--- config.mk ---
export PLATFORM = sky130hd
export DESIGN_NAME = adc_spi_frame_ctrl_flat
export DESIGN_NICKNAME = d
export VERILOG_FILES = /design/src/rtl/adc_spi_frame_ctrl_if.sv /design/src/rtl/adc_spi_frame_ctrl.sv /design/src/flat_wrapper.sv
export SDC_FILE = /design/constraint.sdc
export NUM_CORES = 1
export LEC_CHECK = 0
export BUFFER_PORTS_ARGS = -buffer_cell sky130_fd_sc_hd__buf_2
export CORE_UTILIZATION = 56
export DETAILED_ROUTE_END_ITERATION = 7
export PLACE_DENSITY = 0.83
export SYNTH_ARGS = -nofsm -noshare
export SYNTH_HDL_FRONTEND = slang
export SYNTH_SLANG_ARGS = --single-unit
export TNS_END_PERCENT = 5
--- constraint.sdc ---
create_clock -name clk -period 2.3 [get_ports clk]
set_input_delay 0 -clock clk [delete_from_list [all_inputs] [get_ports clk]]
set_output_delay 0 -clock clk [all_outputs]
set_load 0.005 [all_outputs]
--- src/rtl/adc_spi_frame_ctrl_if.sv ---
// Bundle of pacing, control, SPI pin and sample signals between the ADC frame
// controller (master) and its environment (slave).
interface adc_spi_frame_ctrl_if #(
    parameter int DATA_BITS = 12
);
    logic                 sclk_tick;
    logic                 start;
    logic                 cont;
    logic                 miso;
    logic                 cs_n;
    logic                 spi_sck;
    logic [DATA_BITS-1:0] sample;
    logic                 sample_valid;
    logic                 frame_err;
    logic                 busy;
    logic [1:0]           state_dbg;

    // sample_valid is a one-cycle strobe with no ready: the consumer must take
    // sample in the cycle sample_valid is high; sample is held until the next one.
    modport master (
        input  sclk_tick, start, cont, miso,
        output cs_n, spi_sck, sample, sample_valid, frame_err, busy, state_dbg
    );

    modport slave (
        output sclk_tick, start, cont, miso,
        input  cs_n, spi_sck, sample, sample_valid, frame_err, busy, state_dbg
    );
endinterface

--- src/rtl/adc_spi_frame_ctrl.sv ---
// Reads one 16-bit SPI frame from the 12-bit ADC per conversion, paced only by
// sclk_tick; single-shot via start, back-to-back while cont is high.
module adc_spi_frame_ctrl #(
    parameter int DATA_BITS   = 12,
    parameter int FRAME_BITS  = 16,
    parameter int QUIET_TICKS = 2
) (
    input  logic                 clk,
    input  logic                 rst,
    adc_spi_frame_ctrl_if.master bus
);
    localparam int CW = $clog2(FRAME_BITS + 1);
    localparam int QW = $clog2(QUIET_TICKS + 1);

    typedef enum logic [1:0] {
        IDLE  = 2'd0,
        SETUP = 2'd1,
        SHIFT = 2'd2,
        HOLD  = 2'd3
    } state_e;

    state_e                state_q, state_d;
    logic                  pending_q, pending_d;
    logic [FRAME_BITS-1:0] shift_q, shift_d;
    logic [CW-1:0]         bit_cnt_q, bit_cnt_d;
    logic [QW-1:0]         quiet_q, quiet_d;
    logic                  cs_n_q, cs_n_d;
    logic                  sck_q, sck_d;
    logic [DATA_BITS-1:0]  sample_q, sample_d;
    logic                  valid_q, valid_d;
    logic                  err_q, err_d;
    logic                  busy_q, busy_d;

    logic                  idle_go;
    logic                  last_capture;
    logic                  first_hold;
    logic                  hold_done;
    logic [FRAME_BITS-1:0] frame_word;

    assign idle_go      = pending_q | bus.cont;
    assign last_capture = !sck_q && (bit_cnt_q == CW'(FRAME_BITS - 1));
    assign frame_word   = {shift_q[FRAME_BITS-2:0], bus.miso};
    // cs_n is still low on the first HOLD tick; that tick already counts as quiet.
    assign first_hold   = !cs_n_q;
    assign hold_done    = first_hold ? (QUIET_TICKS == 1) : (quiet_q <= QW'(1));

    always_ff @(posedge clk or negedge rst) begin
        if (!rst) begin
            state_q   <= IDLE;
            pending_q <= 1'b0;
            shift_q   <= '0;
            bit_cnt_q <= '0;
            quiet_q   <= '0;
            cs_n_q    <= 1'b1;
            sck_q     <= 1'b1;
            sample_q  <= '0;
            valid_q   <= 1'b0;
            err_q     <= 1'b0;
            busy_q    <= 1'b0;
        end else begin
            state_q   <= state_d;
            pending_q <= pending_d;
            shift_q   <= shift_d;
            bit_cnt_q <= bit_cnt_d;
            quiet_q   <= quiet_d;
            cs_n_q    <= cs_n_d;
            sck_q     <= sck_d;
            sample_q  <= sample_d;
            valid_q   <= valid_d;
            err_q     <= err_d;
            busy_q    <= busy_d;
        end
    end

    always_comb begin
        state_d = state_q;
        if (bus.sclk_tick) begin
            case (state_q)
                IDLE:    if (idle_go) state_d = SETUP;
                SETUP:   state_d = SHIFT;
                SHIFT:   if (last_capture) state_d = HOLD;
                HOLD:    if (hold_done) state_d = IDLE;
                default: state_d = IDLE;
            endcase
        end
    end

    always_comb begin
        pending_d = pending_q | bus.start;
        shift_d   = shift_q;
        bit_cnt_d = bit_cnt_q;
        quiet_d   = quiet_q;
        cs_n_d    = cs_n_q;
        sck_d     = sck_q;
        sample_d  = sample_q;
        valid_d   = 1'b0;
        err_d     = err_q;
        busy_d    = busy_q;
        if (bus.sclk_tick) begin
            case (state_q)
                IDLE: begin
                    if (idle_go) begin
                        cs_n_d    = 1'b0;
                        busy_d    = 1'b1;
                        pending_d = 1'b0;
                    end
                end
                SETUP: begin
                    sck_d     = 1'b0;
                    bit_cnt_d = '0;
                end
                SHIFT: begin
                    if (!sck_q) begin
                        sck_d     = 1'b1;
                        shift_d   = frame_word;
                        bit_cnt_d = bit_cnt_q + CW'(1);
                        if (last_capture) begin
                            sample_d = frame_word[DATA_BITS-1:0];
                            err_d    = |frame_word[FRAME_BITS-1:DATA_BITS];
                            valid_d  = 1'b1;
                        end
                    end else begin
                        sck_d = 1'b0;
                    end
                end
                HOLD: begin
                    if (first_hold) begin
                        cs_n_d  = 1'b1;
                        quiet_d = QW'(QUIET_TICKS - 1);
                    end else begin
                        quiet_d = quiet_q - QW'(1);
                    end
                    if (hold_done) busy_d = 1'b0;
                end
                default: ;
            endcase
        end
    end

    assign bus.cs_n         = cs_n_q;
    assign bus.spi_sck      = sck_q;
    assign bus.sample       = sample_q;
    assign bus.sample_valid = valid_q;
    assign bus.frame_err    = err_q;
    assign bus.busy         = busy_q;
    assign bus.state_dbg    = state_q;
endmodule

--- src/flat_wrapper.sv ---
// flat-port wrapper written by rule: the top's interface ports become plain ports
module adc_spi_frame_ctrl_flat 
#(
    parameter int DATA_BITS   = 12,
    parameter int FRAME_BITS  = 16,
    parameter int QUIET_TICKS = 2
)
  (clk, rst, bus_sclk_tick, bus_start, bus_cont, bus_miso, bus_cs_n, bus_spi_sck, bus_sample, bus_sample_valid, bus_frame_err, bus_busy, bus_state_dbg);
  adc_spi_frame_ctrl_if #(.DATA_BITS(DATA_BITS)) bus_i ();
  input  logic clk;
  input  logic rst;
  input wire logic [$bits(bus_i.sclk_tick)-1:0] bus_sclk_tick;
  input wire logic [$bits(bus_i.start)-1:0] bus_start;
  input wire logic [$bits(bus_i.cont)-1:0] bus_cont;
  input wire logic [$bits(bus_i.miso)-1:0] bus_miso;
  output wire logic [$bits(bus_i.cs_n)-1:0] bus_cs_n;
  output wire logic [$bits(bus_i.spi_sck)-1:0] bus_spi_sck;
  output wire logic [$bits(bus_i.sample)-1:0] bus_sample;
  output wire logic [$bits(bus_i.sample_valid)-1:0] bus_sample_valid;
  output wire logic [$bits(bus_i.frame_err)-1:0] bus_frame_err;
  output wire logic [$bits(bus_i.busy)-1:0] bus_busy;
  output wire logic [$bits(bus_i.state_dbg)-1:0] bus_state_dbg;
  assign bus_i.sclk_tick = bus_sclk_tick;
  assign bus_i.start = bus_start;
  assign bus_i.cont = bus_cont;
  assign bus_i.miso = bus_miso;
  assign bus_cs_n = bus_i.cs_n;
  assign bus_spi_sck = bus_i.spi_sck;
  assign bus_sample = bus_i.sample;
  assign bus_sample_valid = bus_i.sample_valid;
  assign bus_frame_err = bus_i.frame_err;
  assign bus_busy = bus_i.busy;
  assign bus_state_dbg = bus_i.state_dbg;
  adc_spi_frame_ctrl #(.DATA_BITS(DATA_BITS), .FRAME_BITS(FRAME_BITS), .QUIET_TICKS(QUIET_TICKS)) u_core (.clk(clk), .rst(rst), .bus(bus_i));
endmodule
==> flow_summary.ini, run 1 <==
[critical_path]
worstSetupPathType = flip-flop to flip-flop
required_ps = 2530
r2r-start = u_core.bit_cnt_q[0]
end_kind = flip-flop
setup.worst_path.start_class = flip-flop
worst_setup_path_startpoint = u_core.bit_cnt_q[0]
cp.arrival_ps = 2160
crit_fanout = 15

[clocking]
root_buffer = clkbuf_4
clockBufferDepth = 2
cts_buffers = 5
cts.sinks = 42
path_clk_slew_ps = 120
ctsResizeCount = 0
post_cts_buffers = 0
tritoncts = yes
clk_latency_ps = 350
hold_buffers = 3
htree_levels = 2

[sta]
slew_viol_final = 0
fin_tns_setup_ps = 0
clock_skew_ps = 18.7
finalCritPeriodShare_pct = 84.0
final-hold-violation-count = 0
timing.fmax_ghz = 0.517
rsz0062_at_grt = no
hold_ws_ps = 37.9
relSlewSlack_pct = 41.2
worst_slew_pin_slew_ps = 882
fin_crit_ps = 1930
setup_violations = 0

[route]
via_per_inst = 5.38
drc = 0
first_iter_violations = 68
first_pass_iters = 4
wl_per_cell_um = 15.0
vias = 1151
final_antenna_net_count = 0
routed_wl_um = 3210

[synthesis]
synth_top_area_share_pct = 53.4
synth_area_leaders = dfrtp_1 53%, mux2_2 12%, mux2_4 7.2%, ha_1 5.3%, dfstp_2 2.8%
syn_nets = 153
ys_types = 28
yosys_warnings = 0
synth_xor_area_share_pct = 0.935
yosysTopAreaCell = dfrtp_1
netlist_area_um2 = 1870
synth_mux_area_share_pct = 19.2
synthCells = 139
synthAdderAreaFrac_pct = 5.34
avgSynthCellArea_um2 = 13.5
synth_simple_gate_area_share_pct = 6.48
synth_top_family_by_area = multiplexers
synth_compound_area_share_pct = 7.68
ys_ff_latch = 42
yosysSeqAreaShare_pct = 56.2

[final_layout]
nets = 184
finish.instance_area_um2 = 2090
regArea_um2 = 1050
mostFrequentLayoutCells = 40 x dfrtp_1, 24 x buf_2, 20 x mux2_2
layout_commonest_cell = dfrtp_1
drive_gt1_share_pct = 40.0
area_growth_pct = 11.8
num_antenna_cells = 0
final_cells = 214
multi_input_area_um2 = 743
nFillCells = 242

[place]
placed_cell_area_um2 = 2020
port_buffers = 24
dp_hpwl_um = 2260
place_inst = 204
place_congestion = 0.897

[flow_run]
drv_cap = 0

[global_route]
grt_antenna_before_repair = 0
grt_overflow = 0
grt_usage_pct = 21.1
grt_pass1_wl_um = 5360
grt_max_degree = 43
grt_pass1_vias = 1148

[power]
netSwitchingPower_uw = 664
p_per_area_nw_per_um2 = 945
p_leak_nw = 1.08
power.internal_mw = 1.31
pwr-share-comb_pct = 30.5
vdd_drop_max_mv = 0.501
pwr-share-seq_pct = 52.4
power.share.clock_pct = 17.1
p_sw_share_pct = 33.6
power_mw = 1.98

[floorplanning]
boundaryPins = 25
dieArea_um2 = 3580
initial_core_util_pct = 60.4
die_x_um = 59.8
coreArea_um2 = 3100
num_rows = 20
fp.dieH_um = 59.8

[min_path]
worstHoldStart = bus_sclk_tick
hold_path.class = input pin to flip-flop

[run_status]
status = completed
## sequential cells by signal, indices dropped and copies added, names as in the netlist
signal                   cells
u_core.shift_q              15
u_core.bus.sample           12
u_core.bit_cnt_q             5
u_core.bus.state_dbg         2
u_core.quiet_q               2
u_core.bus.busy              1
u_core.bus.cs_n              1
u_core.bus.frame_err         1
u_core.bus.sample_valid      1
u_core.bus.spi_sck           1
u_core.pending_q             1
## logic make-up (layout without fill, tap and decap cells)
| kind of cell | after synthesis | in the layout |
|---|---|---|
| DFF | 42 | 42 |
| AOI/OAI and AO/OA | 21 | 21 |
| muxes | 29 | 29 |
| xor gates and xnor gates | 2 | 2 |
| and+or+nand+nor | 24 | 24 |
| buffers and inverters | 13 | 44 |
| adders and majority gates | 8 | 8 |
## cells in the mapped netlist
master and number:
nor2b_2 1, a22o_1 4, nor2b_1 2, ha_1 8, nor4_1 1, buf_6 1
and3_1 1, o31ai_2 1, nand2_1 11, a2bb2oi_1 1, buf_12 1, a21oi_1 3
mux2_2 20, dfstp_2 2, o211ai_1 1, o21ai_0 9, a211oi_2 1, dfrtp_1 40
nor2_1 4, nand3_2 1, nand4_1 1, o21a_1 1, nand2b_1 1, buf_2 3
xor2_1 2, mux2_4 9, and3b_1 1, inv_1 8
## worst paths after layout
check,endpoint,slack [ps],cells past startpoint
min in group asynchronous,u_core.bit_cnt_q[4],290,2
max in group asynchronous,u_core.bus.sample[3],1440,2
setup reg to reg,u_core.bus.sample[3],370,6
setup / recovery,u_core.bus.sample[3],370,6
hold reg to reg,u_core.quiet_q[1],500,2
hold / removal,u_core.bus.cs_n,40,3
## stage by stage
stage	setup slack [ps]	util, %
finish	367	67.5
global route	279	67.5
CTS	367	67.5
detailed placement	397	65.0
global placement	447	65.0
floorplan	428	-
## critical path, cell delays in order, from the launching register on
cell and delay [ps]:
dfrtp_1 440, ha_1 220, and3_1 170, ha_1 180
nor2b_2 160, nand3_2 260, mux2_2 380
## power by group through the flow
stage,clock [mW],combinational (mW),sequential (mW)
after global routing,0.387,0.667,1.06
after detailed placement,0,0.592,1.05
final,0.338,0.603,1.04
after global placement,0,0.550,1.03
after floorplan,0,0.464,1.02
after CTS,0.345,0.603,1.04
## layer usage
metal | share of wire (%) | wire length, µm | vias to the layer above | track usage, %
met5 | 0 | 0 | - | 0
met1 | 45 | 1430 | 583 | 26.9
met4 | 1.5 | 47 | 0 | 11.3
li1 | - | - | 539 | -
met2 | 51 | 1630 | 24 | 33.3
met3 | 3.3 | 105 | 5 | 4.76
## area by class of cell
type	instances	area share, %
clock buffer	5	1.79
clock inverter	2	0.478
inverter	8	1.43
multi-input combinational	84	35.5
sequential	42	50.3
tap	44	2.63
timing repair buffer	29	7.89
Note: power is estimated with default switching activity, not from simulation.
==> inputs of run 2 (changes only) <==
==> constraint.sdc (replaced) <==
create_clock -name clk -period 1.8 [get_ports clk]
set_input_delay 0 -clock clk [delete_from_list [all_inputs] [get_ports clk]]
set_output_delay 0 -clock clk [all_outputs]
set_load 0.005 [all_outputs]
==> run 2 against run 1 <==
Effect of this change: routed wire length grew 2.9%; sequential share of layout area is 2.8 points lower; combinational power is 48% higher; clock power up 48%; sequential power is 27% higher; global-route usage increased by 0.61 points; final cell count rose by 4.7%; via count up 3.4%; fmax increased by 8.1%; critical path depth rose by 1; die area is the same; power up 37%; critical path type unchanged.
==> flow_summary.ini, run 2 (same netlist as run 1, synthesis figures left out) <==
[floorplanning]
boundaryPins = 25
num_rows = 20
coreArea_um2 = 3100
dieArea_um2 = 3580
die_x_um = 59.8
fp.dieH_um = 59.8
initial_core_util_pct = 60.4

[critical_path]
required_ps = 2060
worstSetupPathType = flip-flop to flip-flop
end_kind = flip-flop
r2r-end = u_core.bus.state_dbg[1]
r2r_slack_ps = 10
cp.arrival_ps = 2050
r2r-start = u_core.bit_cnt_q[1]
crit_fanout = 2
rr_worst_depth = 7
setup.worst_path.start_class = flip-flop

[route]
first_pass_iters = 4
vias = 1190
final_antenna_net_count = 0
via_per_inst = 5.31
first_iter_violations = 43
wl_per_cell_um = 14.8
routed_wl_um = 3300
drc = 0

[global_route]
met2_usage_pct = 34.1
grt_usage_pct = 21.7
grt_busiest_layer = met2
grt_pass1_vias = 1243
grtUsageMet1_pct = 26.7
grt_pass1_wl_um = 5520
grt_overflow = 0
grt_antenna_before_repair = 0
use_met3_pct = 7.36
grt_max_degree = 22

[clocking]
tritoncts = yes
path_clk_slew_ps = 130
clockBufferDepth = 2
cts.sinks = 42
clk_latency_ps = 350
htree_levels = 2
cts_buffers = 5
root_buffer = clkbuf_4

[sta]
final-hold-violation-count = 0
relSlewSlack_pct = 73.1
fin_crit_ps = 1790
finalCritPeriodShare_pct = 99.3
timing.fmax_ghz = 0.559
clock_skew_ps = 9.30
slew_viol_final = 0
fin_tns_setup_ps = 0
rsz0062_at_grt = yes
worst_slew_pin_slew_ps = 399
setup_violations = 0

[final_layout]
regMostFlops = u_core.shift_q
final_cells = 224
regArea_um2 = 1050
num_antenna_cells = 0
largest_register_ffs = 15
mostFrequentLayoutCells = 40 x dfrtp_1, 24 x buf_2, 19 x mux2_2
area_growth_pct = 18.5
multi_input_area_um2 = 767
nets = 193
layout_commonest_cell = dfrtp_1
drive_gt1_share_pct = 43.9
nFillCells = 225

[power]
vdd_drop_max_mv = 0.864
p_leak_nw = 1.13
p_per_area_nw_per_um2 = 1220

[run_status]
status = completed

[place]
place_inst = 208
place_congestion = 0.856
port_buffers = 24
dp_hpwl_um = 2260

[min_path]
hold_path.class = input pin to flip-flop
hold_depth = 3
hold_end = u_core.bus.cs_n
worstHoldStart = bus_cont

[flow_run]
drv_cap = 0
run 2: cell count changes in the layout (fill, tap and decap cells not counted):
cell           delta
nor2b_4           +1
buf_12            +1
buf_4             +6
ha_2              +2
nand3_4           +1
mux2_4            +1
clkbuf_8          +1
clkinv_2          -1
nand3_2           -1
nor2b_1           -1
mux2_2            -1
ha_1              -2
dlygate4sd3_1     +2
clkinvlp_4        +1
run 2: critical path, cell delays in order (launching register included):
cell	delay (ps)
dfrtp_1	380
ha_2	180
and3_1	160
ha_1	150
nor2b_4	180
nor2b_2	60
a211oi_2	250
mux2_4	320
run 2: power breakdown:
part / leakage (nW) / switching [mW] / internal [mW]
combinational: 0.547 / 0.408 / 0.484
clock: 0.0343 / 0.312 / 0.188
sequential: 0.551 / 0.177 / 1.15
total: 1.13 / 0.898 / 1.82
run 2: through the flow:
step / power (mW) / cell area [µm²] / setup WS (ps) / hold WS [ps] / utilization (%)
2_1_floorplan: 1.89 / 1880 / 1.96 / -296 / -
6_report: 2.72 / 2220 / 11.7 / 19.8 / 71.5
3_3_place_gp: 2.08 / 2060 / -16.4 / -201 / 66.4
4_1_cts: 2.67 / 2190 / 17.4 / 11.9 / 70.4
3_5_place_dp: 2.16 / 2060 / -97.7 / -199 / 66.4
5_1_grt: 2.87 / 2220 / -39.6 / 52.4 / 71.5
run 2: timing repair:
action | CTS | global route
pin swaps | 2 | 2
endpoints found under the hold margin | 46 | 0
hold buffers | 5 | 0
buffers inserted | 0 | 3
setup endpoints to repair | 13 | 14
resized for setup | 2 | 4
run 2: layout make-up:
type	count	area share, %
sequential	42	47.5
clock inverter	2	0.564
inverter	8	1.35
tap	44	2.48
clock buffer	6	2.31
timing repair buffer	38	11.3
multi-input combinational	84	34.6
run 2: how the worst max path moves through the flow:
stage                              startpoint                      end  slack, ps  depth (start not counted)
after floorplan           u_core.bit_cnt_q[0]     u_core.bus.sample[0]          2                          7
after global placement    u_core.bit_cnt_q[0]     u_core.bus.sample[3]        -20                          6
after detailed placement  u_core.bit_cnt_q[0]     u_core.bus.sample[6]       -100                          6
after CTS                 u_core.bit_cnt_q[0]     u_core.bus.sample[8]         20                          6
after global routing      u_core.bit_cnt_q[1]  u_core.bus.state_dbg[1]        -40                          7
final                     u_core.bit_cnt_q[1]  u_core.bus.state_dbg[1]         10                          7
run 2: layer usage:
layer	wire, µm	share of wire [%]
met1	1490	45
met2	1600	48
met3	129	3.9
met4	86	2.6
met5	0	0
